**src/rtl/mult_pkg.sv**
```systemverilog
// Shared definitions for the iterative shift-and-add multiplier controller.
package mult_pkg;

  localparam int DEFAULT_WIDTH = 8;

  typedef enum logic [1:0] {
    ST_IDLE = 2'd0,
    ST_RUN  = 2'd1,
    ST_DONE = 2'd2
  } state_t;

endpackage

```
**src/rtl/seq_mult_ctrl_if.sv**
```systemverilog
// Operand/product handshake bundle for seq_mult_ctrl.
interface seq_mult_ctrl_if #(
  parameter int WIDTH = mult_pkg::DEFAULT_WIDTH
);

  logic               in_valid;
  logic               in_ready;
  logic [WIDTH-1:0]   a;
  logic [WIDTH-1:0]   b;
  logic               out_valid;
  logic               out_ready;
  logic [2*WIDTH-1:0] product;
  logic               busy;

  // Stimulus / upstream control side
  modport master (
    output in_valid, a, b, out_ready,
    input  in_ready, out_valid, product, busy
  );

  // Multiplier controller side
  modport slave (
    input  in_valid, a, b, out_ready,
    output in_ready, out_valid, product, busy
  );

endinterface

```
**src/rtl/seq_mult_ctrl_add_cout.sv**
```systemverilog
// WIDTH-bit adder exposing its carry-out; the one adder the multiplier reuses every cycle.
module add_cout #(
  parameter int WIDTH = 8
) (
  input  logic [WIDTH-1:0] op_a,
  input  logic [WIDTH-1:0] op_b,
  output logic [WIDTH-1:0] sum,
  output logic             cout
);

  assign {cout, sum} = {1'b0, op_a} + {1'b0, op_b};

endmodule

```
**src/rtl/seq_mult_ctrl.sv**
```systemverilog
// Iterative unsigned shift-and-add multiplier controller with valid/ready on both sides.
//
// state   | meaning
// --------+-------------------------------------------------------------
// IDLE    | in_ready high, waiting for an operand pair
// RUN     | one add/shift iteration per clock, rem counts down to 1
// DONE    | product held, out_valid high until the consumer takes it
module seq_mult_ctrl
  import mult_pkg::*;
#(
  parameter int WIDTH      = DEFAULT_WIDTH,
  parameter bit EARLY_EXIT = 1'b0
) (
  input logic           clk,
  input logic           rst_n,
  seq_mult_ctrl_if.slave bus
);

  localparam int CW = $clog2(WIDTH + 1);

  state_t               state;
  logic [WIDTH-1:0]     mcand;
  logic [WIDTH-1:0]     acc;
  logic [WIDTH-1:0]     mplr;
  logic [CW-1:0]        rem;
  logic                 in_ready_q;
  logic                 out_valid_q;
  logic                 busy_q;
  logic [2*WIDTH-1:0]   product_q;

  logic [WIDTH-1:0]     addend;
  logic [WIDTH-1:0]     sum;
  logic                 cout;
  logic [WIDTH-1:0]     acc_n;
  logic [WIDTH-1:0]     mplr_n;
  logic [CW-1:0]        rem_n;
  logic [WIDTH-1:0]     rest_mask;
  logic                 rest_zero;
  logic [2*WIDTH-1:0]   early_val;

  assign addend = mplr[0] ? mcand : '0;

  add_cout #(.WIDTH(WIDTH)) u_add (
    .op_a (acc),
    .op_b (addend),
    .sum  (sum),
    .cout (cout)
  );

  // Next shift step: carry-out becomes the new acc MSB, sum LSB moves into mplr.
  // The low rem_n bits of mplr_n are the multiplier bits still to be consumed.
  always_comb begin
    acc_n     = {cout, sum[WIDTH-1:1]};
    mplr_n    = {sum[0], mplr[WIDTH-1:1]};
    rem_n     = rem - CW'(1);
    rest_mask = (WIDTH'(1) << rem_n) - WIDTH'(1);
    rest_zero = ((mplr_n & rest_mask) == '0);
    early_val = {acc_n, mplr_n} >> rem_n;
  end

  // Controller FSM with registered handshake outputs and datapath registers.
  always_ff @(posedge clk or negedge rst_n) begin
    if (!rst_n) begin
      state       <= ST_IDLE;
      in_ready_q  <= 1'b1;
      out_valid_q <= 1'b0;
      busy_q      <= 1'b0;
      product_q   <= '0;
      mcand       <= '0;
      acc         <= '0;
      mplr        <= '0;
      rem         <= '0;
    end else begin
      case (state)
        ST_IDLE: begin
          if (bus.in_valid) begin
            mcand      <= bus.a;
            mplr       <= bus.b;
            acc        <= '0;
            rem        <= CW'(WIDTH);
            in_ready_q <= 1'b0;
            busy_q     <= 1'b1;
            state      <= ST_RUN;
          end
        end
        ST_RUN: begin
          acc  <= acc_n;
          mplr <= mplr_n;
          rem  <= rem_n;
          if (rem == CW'(1)) begin
            product_q   <= {acc_n, mplr_n};
            out_valid_q <= 1'b1;
            state       <= ST_DONE;
          end else if (EARLY_EXIT && rest_zero) begin
            // Remaining multiplier bits are zero: apply the outstanding shifts in one go.
            product_q   <= early_val;
            out_valid_q <= 1'b1;
            state       <= ST_DONE;
          end
        end
        ST_DONE: begin
          if (bus.out_ready) begin
            out_valid_q <= 1'b0;
            busy_q      <= 1'b0;
            in_ready_q  <= 1'b1;
            state       <= ST_IDLE;
          end
        end
        default: begin
          out_valid_q <= 1'b0;
          busy_q      <= 1'b0;
          in_ready_q  <= 1'b1;
          state       <= ST_IDLE;
        end
      endcase
    end
  end

  assign bus.in_ready  = in_ready_q;
  assign bus.out_valid = out_valid_q;
  assign bus.busy      = busy_q;
  assign bus.product   = product_q;

endmodule

```
**src/flat_wrapper.sv**
```systemverilog
// flat-port wrapper written by rule: the top's interface ports become plain ports
module seq_mult_ctrl_flat import mult_pkg::*;
#(
  parameter int WIDTH      = DEFAULT_WIDTH,
  parameter bit EARLY_EXIT = 1'b0
)
  (clk, rst_n, bus_in_valid, bus_a, bus_b, bus_out_ready, bus_in_ready, bus_out_valid, bus_product, bus_busy);
  seq_mult_ctrl_if #(.WIDTH(WIDTH)) bus_i ();
  input logic clk;
  input logic rst_n;
  input wire logic [$bits(bus_i.in_valid)-1:0] bus_in_valid;
  input wire logic [$bits(bus_i.a)-1:0] bus_a;
  input wire logic [$bits(bus_i.b)-1:0] bus_b;
  input wire logic [$bits(bus_i.out_ready)-1:0] bus_out_ready;
  output wire logic [$bits(bus_i.in_ready)-1:0] bus_in_ready;
  output wire logic [$bits(bus_i.out_valid)-1:0] bus_out_valid;
  output wire logic [$bits(bus_i.product)-1:0] bus_product;
  output wire logic [$bits(bus_i.busy)-1:0] bus_busy;
  assign bus_i.in_valid = bus_in_valid;
  assign bus_i.a = bus_a;
  assign bus_i.b = bus_b;
  assign bus_i.out_ready = bus_out_ready;
  assign bus_in_ready = bus_i.in_ready;
  assign bus_out_valid = bus_i.out_valid;
  assign bus_product = bus_i.product;
  assign bus_busy = bus_i.busy;
  seq_mult_ctrl #(.WIDTH(WIDTH), .EARLY_EXIT(EARLY_EXIT)) u_core (.clk(clk), .rst_n(rst_n), .bus(bus_i));
endmodule
```
**config.mk**
```make
export PLATFORM = sky130hd
export DESIGN_NAME = seq_mult_ctrl_flat
export DESIGN_NICKNAME = d
export VERILOG_FILES = /design/src/rtl/mult_pkg.sv /design/src/rtl/seq_mult_ctrl_if.sv /design/src/rtl/seq_mult_ctrl_add_cout.sv /design/src/rtl/seq_mult_ctrl.sv /design/src/flat_wrapper.sv
export SDC_FILE = /design/constraint.sdc
export NUM_CORES = 1
export LEC_CHECK = 0
export BUFFER_PORTS_ARGS = -buffer_cell sky130_fd_sc_hd__buf_4
export CAP_MARGIN = 10
export CORE_MARGIN = 5
export CORE_UTILIZATION = 35
export CTS_CLUSTER_DIAMETER = 60
export DETAILED_ROUTE_END_ITERATION = 7
export PLACE_DENSITY_LB_ADDON = 0.25
export SYNTH_ARGS = -nofsm -noshare
export SYNTH_HDL_FRONTEND = slang
export SYNTH_SLANG_ARGS = --single-unit
```
**constraint.sdc**
```tcl
create_clock -name clk -period 2.3 [get_ports clk]
set_input_delay 0.115 -clock clk [delete_from_list [all_inputs] [get_ports clk]]
set_output_delay 0.115 -clock clk [all_outputs]
set_load 0.01 [all_outputs]
```
==> out/summary.log, run 1 <==
qor: timing.rsz_0062_raised_after_global_routing no
qor: power.p_comb_frac 0.428
qor: timing.max_freq 483 MHz
qor: routing.routed_wire_length_per_instance 13.6 µm
qor: floorplanning.die_area 8470 µm²
qor: floorplanning.placementRows 30
qor: critical_path.r2r_setup_slack 0.23 ns
qor: floorplanning.die-width 92.0 µm
qor: power.power_switching_share 0.386
qor: clock_network.cts-resized-gates 0
qor: timing.timing.final.hold_violations 0
qor: timing.worst_pin_slew 0.707 ns
qor: global_route.grt.total_usage 0.131
qor: placement.post-place-ws 0.236 ns
qor: clock_network.tritoncts done
qor: worst_hold_path.hold_path_depth 3
qor: layout.drive_gt1_frac 0.193
qor: clock_network.clk_pin_slew 0.09 ns
qor: global_route.first_global_vias 1892
qor: placement.port_buffers 38
qor: floorplanning.floorplan.initialDensity 0.353
qor: layout.layout.nets 320
qor: routing.routed_via_density 4.88
qor: power.worst_ir_drop_vdd 457 µV
qor: routing.drt-total-wl 5.04 mm
qor: global_route.grt_start_max_net_pins 50
qor: placement.dp.cells 357
qor: routing.initialDrtViolationCount 50
qor: critical_path.timing.critical_path.from_type register
qor: critical_path.endpoint_kind register
qor: critical_path.cp_data_arrival_time 2.24 ns
qor: routing.vias 1805
qor: layout.layout_cells_excl_fill 370
qor: layout.final_common_cell sky130_fd_sc_hd__nand2_1
qor: floorplanning.core-area 6680 µm²
qor: flow_run.cap_violations 0
qor: yosys.netlist_instances 247
qor: clock_network.clock-sinks 49
qor: layout.layout_common_cells 85 x sky130_fd_sc_hd__nand2_1, 48 x sky130_fd_sc_hd__dfrtp_1, 41 x sky130_fd_sc_hd__buf_4, 12 x sky130_fd_sc_hd__nand3_1, 10 x sky130_fd_sc_hd__ha_1
qor: clock_network.clock_tree.root_cell sky130_fd_sc_hd__clkbuf_8
qor: timing.post_route_clock_period_utilization 0.899
qor: clock_network.cts.htree.levels 2
qor: yosys.mappedNetlistNets 278
qor: global_route.gr-total-overflow 0
qor: yosys.synth-warning-count 0
qor: global_route.global_route_wire_length_before_repair 8.93 mm
qor: outcome.run_status complete, no violations
qor: worst_hold_path.hold_path_startpoint bus_a[7]
qor: timing.final_critical_path_setup_slack 0.231 ns
qor: timing.final-setup-viol-count 0
qor: critical_path.worstSetupPathType register to register
qor: floorplanning.ioPinCount 39
qor: layout.multi_input_logic_area 1040 µm²
qor: critical_path.worstPathRequired 2.47 ns
qor: layout.layout.filler_cells 672
qor: placement.place.gp.congestion 0.754
qor: layout.num_antenna_cells 0
qor: timing.report.final.slew_viol_count 0
qor: power.seq_power_share 0.402
qor: timing.clock-skew-final 0.00560 ns
qor: yosys.count_of_cell_types_in_the_netlist 40
qor: yosys.synth_seq_area_share 0.521
qor: power.leakagePower 1.44 nW
qor: timing.tns 0 ns
qor: timing.final.min_clock_period 2.07 ns
qor: layout.synthToLayoutAreaGrowth 21.5%
qor: clock_network.clockBufferDepth 2
qor: layout.final_core_utilization 0.428
qor: yosys.syn-cell-area 2360 µm²
qor: critical_path.crit-reg2reg-capture u_core.acc[5]$_DFFE_PN0P_
qor: worst_hold_path.holdCritPathClass primary input to register
qor: clock_network.cts_setup_buffers 0
qor: yosys.ys_ff_latch 49
qor: floorplanning.die_boundary_height 92.0 µm
qor: power.switchingPower 1.46 mW
qor: placement.dp_hpwl 3.57 mm
qor: power.power.density_cell_area 1320 nW/µm²
qor: yosys.syn-mean-instance-area 9.54 µm²
qor: critical_path.path_max_fanout 9
qor: power.total_power_after_layout 3.77 mW
qor: worst_hold_path.worst_hold_path.endpoint u_core.mcand[7]$_DFFE_PN0P_
qor: timing.max_slew_margin 0.529
qor: layout.area.sequential 1230 µm²
qor: critical_path.worstReg2RegStart u_core.mplr[0]$_DFFE_PN0P_
qor: routing.drc 0
qor: routing.detail-route-antenna-nets 0
qor: power.clock_power_share 0.170
qor: global_route.antenna_violations_before_repair 0
qor: power.cellInternalPower 2.32 mW
qor: clock_network.post_cts_hold_buffer_count 5
qor: routing.drt_pass1_iterations 4
qor: critical_path.number_of_cell_instances_on_the_worst_register_to_register_path 7
qor: clock_network.latest_clock_arrival_within_the_worst_skew_pair 0.30 ns
qor: clock_network.tritoncts.num_buffers 5
-- per-layer routing --
| layer | global-route usage | up-vias | share of wire |
|---|---|---|---|
| met5 | 0 | - | 0 |
| met4 | 0.0470 | 0 | 0.015 |
| met3 | 0.0369 | 5 | 0.041 |
| met2 | 0.212 | 30 | 0.46 |
| met1 | 0.169 | 856 | 0.49 |
| li1 | - | 914 | - |
-- worst max-delay path, stage by stage (launching register included) --
cell	delay, ns
sky130_fd_sc_hd__dfrtp_1	0.45
sky130_fd_sc_hd__and2_1	0.17
sky130_fd_sc_hd__ha_1	0.20
sky130_fd_sc_hd__fa_1	0.40
sky130_fd_sc_hd__a21o_1	0.22
sky130_fd_sc_hd__a221oi_4	0.26
sky130_fd_sc_hd__xnor2_1	0.17
sky130_fd_sc_hd__o21ai_1	0.07
-- worst max-delay path by stage --
stage / start / end / slack, ns / cells after the start
2_1_floorplan: u_core.mplr[0]$_DFFE_PN0P_ / u_core.acc[7]$_DFFE_PN0P_ / 0.37 / 7
3_3_place_gp: u_core.mplr[0]$_DFFE_PN0P_ / u_core.acc[5]$_DFFE_PN0P_ / 0.26 / 7
3_5_place_dp: u_core.mplr[0]$_DFFE_PN0P_ / u_core.acc[5]$_DFFE_PN0P_ / 0.24 / 7
4_1_cts: u_core.mplr[0]$_DFFE_PN0P_ / u_core.acc[3]$_DFFE_PN0P_ / 0.22 / 7
5_1_grt: u_core.mplr[0]$_DFFE_PN0P_ / u_core.acc[3]$_DFFE_PN0P_ / 0.08 / 7
6_report: u_core.mplr[0]$_DFFE_PN0P_ / u_core.acc[5]$_DFFE_PN0P_ / 0.23 / 7
-- power by group through the flow --
stage / registers (mW) / logic (mW) / clock network (mW)
detailed placement: 1.53 / 1.63 / 0
global placement: 1.53 / 1.61 / 0
global route: 1.57 / 1.84 / 0.697
CTS: 1.52 / 1.65 / 0.664
finish: 1.52 / 1.61 / 0.643
floorplan: 1.54 / 1.08 / 0
-- state kept, by name (all words and copies together), names as in the netlist --
register	cells
u_core.bus.product	16
u_core.acc	8
u_core.mcand	8
u_core.mplr	8
u_core.rem	4
u_core.state	2
u_core.bus.busy	1
u_core.bus.in_ready	1
u_core.bus.out_valid	1
-- synth_stat cells --
master	count	area share
sky130_fd_sc_hd__nand2_2	1	0.0027
sky130_fd_sc_hd__o31ai_1	2	0.0064
sky130_fd_sc_hd__inv_1	4	0.0064
sky130_fd_sc_hd__clkbuf_2	1	0.0021
sky130_fd_sc_hd__nand4_1	2	0.0053
sky130_fd_sc_hd__nor3b_4	1	0.0080
sky130_fd_sc_hd__buf_6	1	0.0048
sky130_fd_sc_hd__o21a_1	2	0.0064
sky130_fd_sc_hd__nor3b_1	1	0.0032
sky130_fd_sc_hd__dfrtp_1	48	0.51
sky130_fd_sc_hd__a21oi_1	5	0.011
sky130_fd_sc_hd__o21ai_1	6	0.013
sky130_fd_sc_hd__nand3_1	12	0.025
sky130_fd_sc_hd__and3_2	1	0.0032
sky130_fd_sc_hd__nor3_1	3	0.0064
sky130_fd_sc_hd__and2_4	1	0.0037
sky130_fd_sc_hd__o21ba_2	1	0.0042
sky130_fd_sc_hd__xnor2_1	3	0.011
sky130_fd_sc_hd__a21o_1	4	0.013
sky130_fd_sc_hd__ha_1	10	0.053
sky130_fd_sc_hd__o21ai_0	9	0.019
sky130_fd_sc_hd__a22oi_1	8	0.025
sky130_fd_sc_hd__o211ai_1	1	0.0032
sky130_fd_sc_hd__buf_4	3	0.0096
sky130_fd_sc_hd__xor2_1	1	0.0037
sky130_fd_sc_hd__mux2i_1	1	0.0042
sky130_fd_sc_hd__nor2_2	1	0.0027
sky130_fd_sc_hd__nand2b_1	2	0.0053
sky130_fd_sc_hd__a211o_1	3	0.011
sky130_fd_sc_hd__buf_2	6	0.013
sky130_fd_sc_hd__a221oi_4	1	0.011
sky130_fd_sc_hd__nor2_1	2	0.0032
sky130_fd_sc_hd__dfstp_2	1	0.011
sky130_fd_sc_hd__or2_1	1	0.0027
sky130_fd_sc_hd__fa_1	1	0.0085
sky130_fd_sc_hd__nor2b_1	1	0.0027
sky130_fd_sc_hd__and2_1	8	0.021
sky130_fd_sc_hd__nand2_1	85	0.14
sky130_fd_sc_hd__a211oi_1	1	0.0032
sky130_fd_sc_hd__a31oi_1	2	0.0053
-- per-stage QoR --
step                      cell area, µm²  hold WS, ns
final                               2860      0.00530
after detailed placement            2700        0.180
after CTS                           2860    0.0000679
after floorplan                     2360       -0.181
after global placement              2700        0.184
after global routing                2860     0.000627
-- logic make-up (layout without fill, tap and decap cells) --
logic type | Yosys count | in the layout | synth area share
simple gates | 122 | 122 | 0.231
fa+ha+maj | 11 | 11 | 0.0616
xor+xnor | 4 | 4 | 0.0149
mux | 1 | 1 | 0.00425
flops | 49 | 49 | 0.521
compound gates | 45 | 45 | 0.132
buf+inv | 15 | 58 | 0.0356
-- cell type report --
class                   instances  area share
multi-input cells             183       0.365
inverters                       4     0.00525
well taps                      80      0.0350
clock buffers                   7      0.0302
clock inverters                 1      0.0105
repair buffers                 46       0.125
flip-flops and latches         49       0.429
No activity file was read; power rests on OpenSTA's default activity.
==> inputs of run 2 (changes only) <==
--- a/config.mk
+++ b/config.mk
@@ -5,6 +5,7 @@
 export SDC_FILE = /design/constraint.sdc
 export NUM_CORES = 1
 export LEC_CHECK = 0
+export ABC_AREA = 1
 export BUFFER_PORTS_ARGS = -buffer_cell sky130_fd_sc_hd__buf_4
 export CAP_MARGIN = 10
 export CORE_MARGIN = 5
==> run 2 against run 1 <==
Net effect: power up 5.1%; register-to-register slack improved by 0.21 ns; core utilization up 1.2 points; clock skew rose by 0.0024 ns; via count is 4.9% higher; wire length is 3.3% lower; synthesized cell count is 13% higher; sequential share of layout area decreased by 1.6 points; combinational power increased by 9%; final cell count is 10% higher; setup slack improved by 0.21 ns; flip-flop and latch count stayed put; largest cell class unchanged.
==> out/summary.log, run 2 <==
qor: flow_run.cap_violations 0
qor: critical_path.timing.critical_path.max_delay_family simple AND/OR/NAND/NOR gates
qor: routing.initialDrtViolationCount 118
qor: critical_path.cp_slowest_stage_delay 0.47 ns
qor: power.seq_power_share 0.376
qor: timing.max_freq 538 MHz
qor: critical_path.r2r_setup_slack 0.44 ns
qor: clock_network.clock-sinks 49
qor: worst_hold_path.hold_path_depth 3
qor: layout.layout.filler_cells 666
qor: critical_path.timing.critical_path.slowest_stage_cell sky130_fd_sc_hd__dfrtp_1
qor: timing.final_critical_path_setup_slack 0.443 ns
qor: yosys.netlist.area_leader.share 0.499
qor: floorplanning.floorplan.initialDensity 0.356
qor: worst_hold_path.hold_path_startpoint bus_a[0]
qor: global_route.grt_start_max_net_pins 50
qor: clock_network.latest_clock_arrival_within_the_worst_skew_pair 0.30 ns
qor: yosys.post-synth-top-count-cell sky130_fd_sc_hd__nand2_1
qor: power.worst_ir_drop_vdd 357 µV
qor: clock_network.clock_tree.root_cell sky130_fd_sc_hd__clkbuf_8
qor: yosys.netlist_instances 279
qor: power.power_switching_share 0.393
qor: placement.port_buffers 38
qor: critical_path.buffers_plus_inverters_on_the_worst_setup_path 1
qor: routing.drt_pass1_iterations 4
qor: worst_hold_path.worst_hold_path.endpoint u_core.mcand[0]$_DFFE_PN0P_
qor: timing.worst_hold_slack 0.0110 ns
qor: layout.final_common_cell sky130_fd_sc_hd__nand2_1
qor: routing.vias 1893
qor: critical_path.crit_cells 12
qor: power.power.density_cell_area 1330 nW/µm²
qor: yosys.syn-mean-instance-area 8.62 µm²
qor: layout.layout.nets 358
qor: critical_path.worstSetupPathType register to register
qor: floorplanning.die-width 92.9 µm
qor: critical_path.cell_type_with_the_highest_occurrence_count_on_the_critical_path sky130_fd_sc_hd__nand2_1
qor: timing.worst_pin_slew 0.606 ns
qor: routing.drc 0
qor: critical_path.endpoint_kind register
qor: floorplanning.die_area 8630 µm²
qor: yosys.synth-warning-count 0
qor: critical_path.path_max_fanout 9
qor: floorplanning.ioPinCount 39
qor: clock_network.cts.htree.levels 2
qor: timing.final-setup-viol-count 0
qor: global_route.antenna_violations_before_repair 0
qor: timing.report.final.slew_viol_count 0
qor: yosys.synth_enable_flop_cells 0
qor: timing.max_slew_margin 0.596
qor: global_route.gr-total-overflow 0
qor: layout.max_reg_flops 16
qor: yosys.count_of_cell_types_in_the_netlist 29
qor: layout.area.sequential 1230 µm²
qor: floorplanning.placementRows 30
qor: critical_path.number_of_cell_instances_on_the_worst_register_to_register_path 12
qor: power.clock_power_share 0.181
qor: layout.num_antenna_cells 0
qor: routing.routed_wire_length_per_instance 11.9 µm
qor: clock_network.clockBufferDepth 2
qor: timing.rsz_0062_raised_after_global_routing no
qor: yosys.syn-cell-area 2410 µm²
qor: global_route.grt.total_usage 0.120
qor: yosys.yosys_most_used_dff sky130_fd_sc_hd__dfrtp_1
qor: clock_network.clk_pin_slew 0.09 ns
qor: floorplanning.die_boundary_height 92.9 µm
qor: placement.postPlaceCellArea 2760 µm²
qor: critical_path.timing.critical_path.from_type register
qor: critical_path.crit_path_cell_trace nand2_1 -> inv_1 -> ha_1 -> fa_1 -> nand2_1 -> nand2_1 -> nand3_1 -> nand2_1 -> nand2_1 -> nand2_1 -> nand2_1 -> nand2_1
qor: timing.final.min_clock_period 1.86 ns
qor: layout.finalInstanceArea 2970 µm²
qor: clock_network.tritoncts.num_buffers 5
qor: outcome.run_status complete, no violations
qor: yosys.post_synth_most_frequent_cells 100 x sky130_fd_sc_hd__nand2_1, 48 x sky130_fd_sc_hd__dfrtp_1, 31 x sky130_fd_sc_hd__inv_1
qor: power.cellInternalPower 2.41 mW
qor: yosys.synth_seq_area_share 0.510
qor: timing.timing.final.hold_violations 0
qor: power.leakagePower 1.64 nW
qor: routing.routed_via_density 4.64
qor: layout.multi_input_logic_area 997 µm²
qor: yosys.synthDominantAreaCellType sky130_fd_sc_hd__dfrtp_1
qor: placement.place.gp.congestion 0.821
qor: placement.post-place-ws 0.442 ns
qor: critical_path.worstReg2RegStart u_core.mplr[0]$_DFFE_PN0P_
qor: yosys.ys_ff_latch 49
qor: power.switchingPower 1.56 mW
qor: critical_path.worstPathRequired 2.50 ns
qor: clock_network.cts-resized-gates 0
qor: power.p_comb_frac 0.443
qor: yosys.synth_area_leaders sky130_fd_sc_hd__dfrtp_1 50%, sky130_fd_sc_hd__nand2_1 16%, sky130_fd_sc_hd__ha_1 5.2%
qor: timing.clock-skew-final 0.00805 ns
qor: layout.synthToLayoutAreaGrowth 23.5%
qor: layout.layout_common_cells 100 x sky130_fd_sc_hd__nand2_1, 48 x sky130_fd_sc_hd__dfrtp_1, 39 x sky130_fd_sc_hd__buf_4, 31 x sky130_fd_sc_hd__inv_1, 17 x sky130_fd_sc_hd__nand3_1
qor: clock_network.tritoncts done
qor: routing.detail-route-antenna-nets 0
qor: global_route.global_route_wire_length_before_repair 8.11 mm
qor: routing.drt-total-wl 4.87 mm
qor: yosys.synth_async_sr_flop_share 1.00
qor: placement.dp_hpwl 3.57 mm
qor: yosys.mappedNetlistNets 310
qor: floorplanning.core-area 6760 µm²
qor: critical_path.crit-reg2reg-capture u_core.acc[7]$_DFFE_PN0P_
qor: layout.drive_gt1_frac 0.213
qor: timing.post_route_clock_period_utilization 0.807
qor: critical_path.cp_data_arrival_time 2.06 ns
qor: global_route.first_global_vias 1734
qor: timing.tns 0 ns
qor: worst_hold_path.holdCritPathClass primary input to register
run 2: power by group through the flow:
stage	Sequential (mW)	Combinational, mW	Clock [mW]
2_1_floorplan	1.52	1.19	0
3_3_place_gp	1.51	1.73	0
3_5_place_dp	1.51	1.77	0
4_1_cts	1.49	1.78	0.744
5_1_grt	1.54	2.00	0.778
6_report	1.49	1.76	0.719
run 2: worst min-delay path: cells and delay by family:
kind	cells	cell delay, ns
simple gates	2	0.10
buf+inv	1	0.08
run 2: cells by family after synthesis:
group,count (synthesis),share of synthesized area
adders and majority gates,11,0.0603
xor gates and xnor gates,1,0.00364
and+or+nand+nor,135,0.241
AOI/OAI and AO/OA,41,0.110
DFF,49,0.510
buffers and inverters,42,0.0754
run 2: area by class of cell:
| type | instances | share of cell area |
|---|---|---|
| Clock buffer | 5 | 0.0232 |
| Tap cell | 80 | 0.0337 |
| Sequential cell | 49 | 0.413 |
| Clock inverter | 3 | 0.0219 |
| Multi-Input combinational cell | 188 | 0.336 |
| Timing Repair Buffer | 47 | 0.125 |
| Inverter | 36 | 0.0472 |
run 2: per-stage QoR:
stage / util / cells / power, mW
after floorplan: - / 279 / 2.71
after global placement: 0.408 / 392 / 3.24
after detailed placement: 0.408 / 392 / 3.28
after CTS: 0.440 / 408 / 4.02
after global routing: 0.440 / 408 / 4.32
final: 0.440 / 408 / 3.97
run 2: repair_timing:
| action | CTS | global route |
|---|---|---|
| endpoints found under the setup margin | 0 | 0 |
| buffers inserted | 0 | 0 |
| endpoints found under the hold margin | 55 | 0 |
| hold buffers | 8 | 0 |
run 2: how the worst max path moves through the flow:
stage / start / end / slack, ns
after floorplan: u_core.mplr[0]$_DFFE_PN0P_ / u_core.acc[7]$_DFFE_PN0P_ / 0.52
after global placement: u_core.mplr[0]$_DFFE_PN0P_ / u_core.bus.product[15]$_DFFE_PN0P_ / 0.48
after detailed placement: u_core.mplr[0]$_DFFE_PN0P_ / u_core.acc[7]$_DFFE_PN0P_ / 0.44
after CTS: u_core.mplr[0]$_DFFE_PN0P_ / u_core.acc[7]$_DFFE_PN0P_ / 0.44
after global routing: u_core.mplr[0]$_DFFE_PN0P_ / u_core.bus.product[15]$_DFFE_PN0P_ / 0.22
final: u_core.mplr[0]$_DFFE_PN0P_ / u_core.acc[7]$_DFFE_PN0P_ / 0.44
run 2: routing by layer:
layer	share of wire	routed length [µm]	track usage
met1	0.49	2390	0.161
met2	0.43	2110	0.179
met3	0.053	257	0.0276
met4	0.023	112	0.0659
met5	0	0	0
==> inputs of run 3 (changes only) <==
==> constraint.sdc (replaced) <==
create_clock -name clk -period 1.9 [get_ports clk]
set_input_delay 0.095 -clock clk [delete_from_list [all_inputs] [get_ports clk]]
set_output_delay 0.095 -clock clk [all_outputs]
set_load 0.01 [all_outputs]
==> run 3 against run 2 <==
Net effect: via count shrank 0.63%; flip-flop and latch count unchanged; clock skew fell by 0.0020 ns; critical path type unchanged; critical endpoint is now u_core.bus.product[12]$_DFFE_PN0P_; largest cell class unchanged; largest power group unchanged; highest routed layer unchanged.
==> out/summary.log, run 3 (same netlist as run 2, synthesis figures left out) <==
qor: clock_network.tritoncts.num_buffers 5
qor: global_route.first_global_vias 1850
qor: timing.final-setup-viol-count 0
qor: layout.final_common_cell sky130_fd_sc_hd__nand2_1
qor: global_route.grt.total_usage 0.127
qor: clock_network.cts.htree.levels 2
qor: routing.drt_pass1_iterations 4
qor: clock_network.clock-sinks 49
qor: timing.report.final.slew_viol_count 0
qor: routing.initialDrtViolationCount 105
qor: power.worst_ir_drop_vdd 381 µV
qor: placement.dp_hpwl 3.63 mm
qor: critical_path.cp_data_arrival_time 1.95 ns
qor: routing.drt-total-wl 4.99 mm
qor: outcome.run_status complete, no violations
qor: layout.drive_gt1_frac 0.221
qor: power.total_power_after_layout 4.60 mW
qor: routing.drc 0
qor: critical_path.endpoint_kind register
qor: routing.routed_wire_length_per_instance 12.1 µm
qor: layout.layout.nets 361
qor: timing.timing.final.hold_violations 0
qor: critical_path.cp_slowest_stage_delay 0.41 ns
qor: layout.finalInstanceArea 2960 µm²
qor: timing.rsz_0062_raised_after_global_routing no
qor: placement.place.gp.congestion 0.846
qor: layout.layout.filler_cells 663
qor: critical_path.timing.critical_path.max_delay_family simple AND/OR/NAND/NOR gates
qor: critical_path.crit_path_cell_trace buf_4 -> nand2_1 -> inv_1 -> ha_1 -> nand2_1 -> nand3b_1 -> nand2_1 -> nand2_1 -> nand3_1 -> nand2_1
qor: critical_path.path_max_fanout 6
qor: floorplanning.die-width 92.9 µm
qor: timing.max_freq 565 MHz
qor: floorplanning.floorplan.initialDensity 0.356
qor: global_route.grt_start_max_net_pins 50
qor: clock_network.clockBufferDepth 2
qor: clock_network.clock_tree.root_cell sky130_fd_sc_hd__clkbuf_8
qor: layout.synthToLayoutAreaGrowth 23.2%
qor: routing.vias 1881
qor: routing.detail-route-antenna-nets 0
qor: critical_path.worstSetupPathType register to register
qor: global_route.antenna_violations_before_repair 0
qor: layout.num_antenna_cells 0
qor: layout.final_core_utilization 0.439
qor: timing.worst_pin_slew 0.611 ns
qor: floorplanning.placementRows 30
qor: floorplanning.die_boundary_height 92.9 µm
qor: power.leakagePower 1.63 nW
qor: timing.tns 0 ns
qor: floorplanning.ioPinCount 39
qor: timing.final.min_clock_period 1.77 ns
qor: routing.routed_via_density 4.58
qor: timing.post_route_clock_period_utilization 0.931
qor: placement.postPlaceCellArea 2770 µm²
qor: floorplanning.core-area 6760 µm²
qor: worst_hold_path.holdCritPathClass primary input to register
qor: critical_path.worstPathRequired 2.08 ns
qor: critical_path.timing.critical_path.from_type register
qor: placement.port_buffers 38
qor: layout.layout_common_cells 100 x sky130_fd_sc_hd__nand2_1, 48 x sky130_fd_sc_hd__dfrtp_1, 41 x sky130_fd_sc_hd__buf_4, 31 x sky130_fd_sc_hd__inv_1, 16 x sky130_fd_sc_hd__nand3_1
qor: clock_network.tritoncts done
qor: critical_path.cell_type_with_the_highest_occurrence_count_on_the_critical_path sky130_fd_sc_hd__nand2_1
qor: timing.clock-skew-final 0.00605 ns
qor: layout.max_reg_flops 16
qor: clock_network.clk_pin_slew 0.08 ns
qor: flow_run.cap_violations 0
qor: floorplanning.die_area 8630 µm²
qor: critical_path.timing.critical_path.slowest_stage_cell sky130_fd_sc_hd__dfrtp_1
qor: timing.max_slew_margin 0.593
qor: global_route.gr-total-overflow 0
qor: timing.worst_hold_slack 0.0183 ns
qor: clock_network.latest_clock_arrival_within_the_worst_skew_pair 0.30 ns
qor: global_route.global_route_wire_length_before_repair 8.72 mm
qor: power.power.density_cell_area 1550 nW/µm²
qor: critical_path.buffers_plus_inverters_on_the_worst_setup_path 2
[run 3: path summary, 6_finish.rpt]
check	start	to	slack [ns]	cells past startpoint
setup / recovery	u_core.mplr[0]$_DFFE_PN0P_	u_core.bus.product[12]$_DFFE_PN0P_	0.13	10
hold / removal	bus_b[0]	u_core.mplr[0]$_DFFE_PN0P_	0.02	3
setup reg to reg	u_core.mplr[0]$_DFFE_PN0P_	u_core.bus.product[12]$_DFFE_PN0P_	0.13	10
hold reg to reg	u_core.mcand[3]$_DFFE_PN0P_	u_core.mcand[3]$_DFFE_PN0P_	0.48	2
max in group asynchronous	rst_n	u_core.bus.product[14]$_DFFE_PN0P_	1.14	2
min in group asynchronous	rst_n	u_core.bus.product[0]$_DFFE_PN0P_	0.35	2
[run 3: timing repair]
item	4_1_cts	5_1_grt
hold buffers	9	0
endpoints found under the hold margin	56	0
endpoints found under the setup margin	0	6
gates resized for setup	0	3
setup buffers	0	0
[run 3: metal layers]
metal | share of wire | track usage
met1 | 0.49 | 0.175
met2 | 0.45 | 0.194
met3 | 0.039 | 0.0333
met4 | 0.015 | 0.0391
met5 | 0 | 0
[run 3: report_power, final]
group / switching (mW) / internal (mW)
clock network: 0.316 / 0.297
registers: 0.270 / 1.52
logic: 1.29 / 0.896
total: 1.88 / 2.72
[run 3: metrics by stage]
| step | worst slack [ns] | std cells |
|---|---|---|
| floorplan | 0.120 | 279 |
| global placement | 0.179 | 394 |
| detailed placement | 0.148 | 394 |
| CTS | 0.125 | 411 |
| global route | 0.00428 | 411 |
| finish | 0.131 | 411 |
[run 3: worst register-to-register path, stage by stage (launching register included)]
cell and delay [ns]:
sky130_fd_sc_hd__dfrtp_1 0.41, sky130_fd_sc_hd__buf_4 0.17, sky130_fd_sc_hd__nand2_1 0.05, sky130_fd_sc_hd__inv_1 0.04, sky130_fd_sc_hd__ha_1 0.36, sky130_fd_sc_hd__nand2_1 0.10
sky130_fd_sc_hd__nand3b_1 0.20, sky130_fd_sc_hd__nand2_1 0.10, sky130_fd_sc_hd__nand2_1 0.07, sky130_fd_sc_hd__nand3_1 0.10, sky130_fd_sc_hd__nand2_1 0.06
[run 3: final cells by class]
type	instances	area (µm²)	area share
sequential	49	1230	0.414
inverter	36	140	0.0473
clock buffer	8	90.1	0.0304
timing repair buffer	50	398	0.134
multi-input combinational	188	1010	0.340
tap	80	100	0.0338
